[src/rtl/dm_cache_ctrl.sv]
// Direct-mapped, write-allocate, write-back data cache controller.
// Holds the line array and resolves misses with an optional victim write-back
// followed by a refill, both over a registered req/ack RAM handshake.
module dm_cache_ctrl #(
  parameter int unsigned ADDR_W = 8,
  parameter int unsigned DATA_W = 8,
  parameter int unsigned IDX_W  = 4,
  parameter int unsigned CNT_W  = 8
) (
  input  logic              clk,
  input  logic              clr,
  input  logic              cpu_req,
  input  logic              cpu_we,
  input  logic [ADDR_W-1:0] cpu_addr,
  input  logic [DATA_W-1:0] cpu_wdata,
  output logic              cpu_busy,
  output logic              cpu_done,
  output logic [DATA_W-1:0] cpu_rdata,
  output logic              mem_req,
  output logic              mem_we,
  output logic [ADDR_W-1:0] mem_addr,
  output logic [DATA_W-1:0] mem_wdata,
  input  logic              mem_ack,
  input  logic [DATA_W-1:0] mem_rdata,
  output logic [CNT_W-1:0]  hit_count,
  output logic [CNT_W-1:0]  miss_count
);

  localparam int unsigned TAG_W = ADDR_W - IDX_W;
  localparam int unsigned LINES = 1 << IDX_W;

  typedef enum logic [1:0] {
    IDLE      = 2'd0,
    LOOKUP    = 2'd1,
    WRITEBACK = 2'd2,
    REFILL    = 2'd3
  } state_e;

  state_e              state_q;

  // Latched CPU request
  logic                req_we_q;
  logic [ADDR_W-1:0]   req_addr_q;
  logic [DATA_W-1:0]   req_wdata_q;

  // Set by a completed refill so the following lookup is not counted as a hit
  logic                retry_q;

  // Line array; only valid/dirty need a defined reset value
  logic [LINES-1:0]    valid_q;
  logic [LINES-1:0]    dirty_q;
  logic [TAG_W-1:0]    tag_q  [LINES];
  logic [DATA_W-1:0]   data_q [LINES];

  // Registered outputs
  logic                busy_q;
  logic                cpu_done_q;
  logic [DATA_W-1:0]   cpu_rdata_q;
  logic                mem_req_q;
  logic                mem_we_q;
  logic [ADDR_W-1:0]   mem_addr_q;
  logic [DATA_W-1:0]   mem_wdata_q;
  logic [CNT_W-1:0]    hit_count_q;
  logic [CNT_W-1:0]    miss_count_q;

  // Decoded request fields and the tag compare for the addressed line
  logic [IDX_W-1:0]    req_idx_c;
  logic [TAG_W-1:0]    req_tag_c;
  logic                hit_c;
  logic                victim_dirty_c;
  logic [CNT_W-1:0]    hit_inc_c;
  logic [CNT_W-1:0]    miss_inc_c;

  // Lookup decode and saturating counter increments
  always_comb begin
    req_idx_c      = req_addr_q[IDX_W-1:0];
    req_tag_c      = req_addr_q[ADDR_W-1:IDX_W];
    hit_c          = valid_q[req_idx_c] && (tag_q[req_idx_c] == req_tag_c);
    victim_dirty_c = valid_q[req_idx_c] && dirty_q[req_idx_c];
    hit_inc_c      = (hit_count_q == '1)  ? hit_count_q  : hit_count_q  + CNT_W'(1);
    miss_inc_c     = (miss_count_q == '1) ? miss_count_q : miss_count_q + CNT_W'(1);
  end

  // Controller FSM, line array updates and all registered outputs
  always_ff @(posedge clk) begin
    if (!clr) begin
      state_q      <= IDLE;
      req_we_q     <= 1'b0;
      req_addr_q   <= '0;
      req_wdata_q  <= '0;
      retry_q      <= 1'b0;
      valid_q      <= '0;
      dirty_q      <= '0;
      busy_q       <= 1'b0;
      cpu_done_q   <= 1'b0;
      cpu_rdata_q  <= '0;
      mem_req_q    <= 1'b0;
      mem_we_q     <= 1'b0;
      mem_addr_q   <= '0;
      mem_wdata_q  <= '0;
      hit_count_q  <= '0;
      miss_count_q <= '0;
    end else begin
      cpu_done_q <= 1'b0;
      case (state_q)
        IDLE: begin
          if (cpu_req) begin
            req_we_q    <= cpu_we;
            req_addr_q  <= cpu_addr;
            req_wdata_q <= cpu_wdata;
            retry_q     <= 1'b0;
            busy_q      <= 1'b1;
            state_q     <= LOOKUP;
          end
        end

        LOOKUP: begin
          if (hit_c) begin
            if (req_we_q) begin
              data_q[req_idx_c]  <= req_wdata_q;
              dirty_q[req_idx_c] <= 1'b1;
            end else begin
              cpu_rdata_q <= data_q[req_idx_c];
            end
            if (!retry_q) begin
              hit_count_q <= hit_inc_c;
            end
            retry_q    <= 1'b0;
            cpu_done_q <= 1'b1;
            busy_q     <= 1'b0;
            state_q    <= IDLE;
          end else begin
            miss_count_q <= miss_inc_c;
            mem_req_q    <= 1'b1;
            if (victim_dirty_c) begin
              mem_we_q    <= 1'b1;
              mem_addr_q  <= {tag_q[req_idx_c], req_idx_c};
              mem_wdata_q <= data_q[req_idx_c];
              state_q     <= WRITEBACK;
            end else begin
              mem_we_q    <= 1'b0;
              mem_addr_q  <= req_addr_q;
              state_q     <= REFILL;
            end
          end
        end

        WRITEBACK: begin
          // Drop req for one cycle before the refill request goes out
          if (mem_ack) begin
            mem_req_q <= 1'b0;
            mem_we_q  <= 1'b0;
            state_q   <= REFILL;
          end
        end

        REFILL: begin
          if (!mem_req_q) begin
            mem_req_q  <= 1'b1;
            mem_we_q   <= 1'b0;
            mem_addr_q <= req_addr_q;
          end else if (mem_ack) begin
            data_q[req_idx_c]  <= mem_rdata;
            tag_q[req_idx_c]   <= req_tag_c;
            valid_q[req_idx_c] <= 1'b1;
            dirty_q[req_idx_c] <= 1'b0;
            mem_req_q          <= 1'b0;
            retry_q            <= 1'b1;
            state_q            <= LOOKUP;
          end
        end

        default: begin
          state_q <= IDLE;
          busy_q  <= 1'b0;
        end
      endcase
    end
  end

  assign cpu_busy   = busy_q;
  assign cpu_done   = cpu_done_q;
  assign cpu_rdata  = cpu_rdata_q;
  assign mem_req    = mem_req_q;
  assign mem_we     = mem_we_q;
  assign mem_addr   = mem_addr_q;
  assign mem_wdata  = mem_wdata_q;
  assign hit_count  = hit_count_q;
  assign miss_count = miss_count_q;

endmodule

[config.mk]
export PLATFORM = sky130hd
export DESIGN_NAME = dm_cache_ctrl
export DESIGN_NICKNAME = d
export VERILOG_FILES = /design/src/rtl/dm_cache_ctrl.sv
export SDC_FILE = /design/constraint.sdc
export NUM_CORES = 1
export LEC_CHECK = 0
export CORE_ASPECT_RATIO = 1.75
export CORE_MARGIN = 1.5
export CORE_UTILIZATION = 55
export DETAILED_ROUTE_END_ITERATION = 6
export PLACE_DENSITY = 0.75
export SLEW_MARGIN = 20
export SYNTH_ARGS = -nofsm -noshare
export SYNTH_HDL_FRONTEND = slang
export SYNTH_SLANG_ARGS = --single-unit
[constraint.sdc]
create_clock -name clk -period 9.3 [get_ports clk]
set_clock_uncertainty 0.05 [all_clocks]
set_input_delay 1.395 -clock clk [delete_from_list [all_inputs] [get_ports clk]]
set_output_delay 1.395 -clock clk [all_outputs]
set_load 0.01 [all_outputs]
==> results.md <==
- Status: completed
- # hold bufs at CTS: 0
- Crit path time final: roughly 4200 ps
- Switching share of total power: 0.244
- Req. time, crit path: roughly 9400 ps
- 1st-pass router iterations: 4
- Crit share post-route: 0.454
- Post-CTS sizing: 0
- Leak: ~4.8 nW
- H-tree levels: 1
- CTS buffer count: 26
- Final Routed Wirelength: between 20000 and 30000 µm
- Top area cells in the synthesized netlist: edfxtp_1, dfxtp_1, mux4_2
- DP Worst Slack: 5090 ps
- CP Max Fanout: 19
- Worst setup margin: 5080 ps
- Pwr Total: between 2 and 3 mW
- Sequential cell area: between 0.007 and 0.008 mm²
- Mean Syn Cell Area: between 10 and 15 µm²
- Clock latency on the worst-skew pair: between 500 and 600 ps
- R2r setup slk: around 5000 ps
- GP Congestion: 0.883
- Syn Inst Count: roughly 840
- Synth cell types: 53
- CP arrival: between 4000 and 5000 ps
- #FFs+latches synth: about 300
- Most common cell in the netlist: edfxtp_1
- Net Sw Power: around 0.70 mW
- Placed Cells: ~1200
- Synth Warn #: 0
- DIE WIDTH: roughly 110 µm
- Crit path kind: reg2reg
- Die H: between 150 and 200 µm
- Final Max Slew Viols: 0
- Predominant post-synthesis flop cell: edfxtp_1
- Max-slew headroom: 0.275
- Post-CTS Repair Setup Buffers: 0
- Footprint of the multi-input gates: between 0.004 and 0.005 mm²
- Core area: 0.0215 mm²
- Filler Cells Inserted: roughly 1600
- Synth top cells by count: edfxtp_1, nand2_1, dfxtp_1, mux2i_1, mux4_2
- DRT antenna net count: 0
- Routed len/inst: roughly 24 µm
- CTS tree: done
- Critical path startpoint category: register
- Sequential share of the synthesized area: 0.643
- Post-synth ARST share: 0
- N_diodes: 0
- PortBufs: roughly 70
- Final core utilization: 0.643
- Root buffer cell: clkbuf_16
- Crit. End Element: register
- Fmax: 237 MHz
- Maximum VDD drop: 182 µV
- Pin count of the biggest net entering global routing: a little under 70
- Fin nets: 926
- Final hold vios: 0
- Final setup viols: 0
- Starting density of the core: 0.562
- Post-Syn Area: approximately 0.012 mm²
- Overflow after GRT: 0
- DRC viols: 0
- Initial DRC count: between 400 and 500
- Clock power share: 0.377
- Gr usage total: 0.258
- First-pass GRT wire length: roughly 43000 µm
- PwrDens: slightly above 200 mW/mm²
- Die area: 0.0229 mm²
- CTS sink count: about 290
- Pint: roughly 2.2 mW
- Yosys top cell by area: edfxtp_1
- Initial antenna violation count: 0
- Standard-cell rows: just over 70
- Via-to-Cell Ratio: around 6
- RSZ-0062 raised after global routing: no
- Max clock buf depth: 3
- Post-synth EDFFs: 192
- Clock transition at the registers of the reported paths: 70 ps
- HPWL Detailed: 19800 µm
- Vias in the first global route: slightly above 7000
- Syn nets: 870
- Total negative setup slack: 0 ps
- Area growth syn-to-layout: 14.5%
- Max cap viols: 0
- Via Count: between 7000 and 8000
- Gate power share: 0.113
- Post-Layout Cell Count: 1203
- IO Count: 73
- Sequential power share: 0.511
- Layout cells sized above 1: 0.141
- Min-Delay Path Class: reg2reg
- Slew at the pin with the worst max-slew slack: ~1100 ps
- Synth top area share: 0.478
## layer usage
layer | routed length [µm] | track usage
met1 | 9730 | 0.272
met3 | 1220 | 0.0289
met2 | 16100 | 0.496
met5 | 0 | 0
met4 | 1520 | 0.132
## power groups by stage
stage                     clock network (mW)  registers [mW]  logic (mW)
after floorplan                            0            1.46       0.231
after global placement                     0            1.49       0.321
after detailed placement                   0            1.49       0.323
after CTS                               1.09            1.46       0.325
after global routing                    1.14            1.47       0.346
final                                   1.08            1.46       0.323
## cells in the final DEF, fill, tap and decap left out, types with 3 or more instances in the layout
cell,instances
nand3b_1,3
nand4_1,14
nor2_1,46
mux2i_1,67
clkdlybuf4s50_1,71
mux4_1,5
a31oi_1,4
clkbuf_1,7
o21bai_1,5
and3_1,11
dfxtp_1,98
mux4_2,53
nor2b_1,7
buf_4,7
xor2_1,3
nand2_1,126
a21o_1,16
nor3_1,3
ha_1,6
o21ai_0,9
bufinv_16,3
a21boi_0,18
inv_1,5
a22oi_1,8
and2_1,5
nand3_1,22
mux2_2,12
clkinvlp_4,3
clkinv_1,4
nand2b_1,17
clkbuf_16,27
edfxtp_1,192
## state kept, by name (all words and copies together) (netlist names), 2 cells and up, named ones only
name / flops
mem_wdata: 8
valid_q: 16
hit_count: 8
miss_count: 8
req_wdata_q: 8
mem_addr: 8
state_q: 2
cpu_rdata: 8
req_addr_q: 8
tag_q: 64
data_q: 128
## logic make-up after synthesis
kind of cell | synth area share
flops | 0.643
simple gates | 0.101
mux | 0.176
compound gates | 0.0489
buf+inv | 0.0209
fa+ha+maj | 0.00622
xor+xnor | 0.00290
## per-stage QoR
| step | cell area, µm² | hold slack (ps) |
|---|---|---|
| 6_report | 13800 | 402 |
| 5_1_grt | 13800 | 421 |
| 4_1_cts | 13800 | 402 |
| 3_5_place_dp | 13000 | 387 |
| 3_3_place_gp | 13000 | 378 |
| 2_1_floorplan | 12100 | 371 |
## area by class of cell
type / count / share of cell area
clock buffers: 34 / 0.0508
flip-flops and latches: 292 / 0.562
multi-input cells: 487 / 0.293
well taps: 292 / 0.0264
repair buffers: 78 / 0.0552
inverters: 6 / 0.00163
clock inverters: 14 / 0.0109
## path summary, 6_finish.rpt
kind | from | end | cells past startpoint
hold reg to reg | valid_q[14] | valid_q[14] | 1
hold / removal | valid_q[14] | valid_q[14] | 1
setup / recovery | register | data_q[4][7] | 8
setup reg to reg | register | data_q[4][7] | 8
## critical path, cell delays in order, from the launching register on
cell     delay, ps
dfxtp_1        970
mux4_1         650
mux2i_1        160
mux2i_1        180
xor2_1         230
a21oi_4        240
nand2_2        210
o31a_4         500
nor2_1         640
Note: power is estimated with default switching activity, not from simulation.
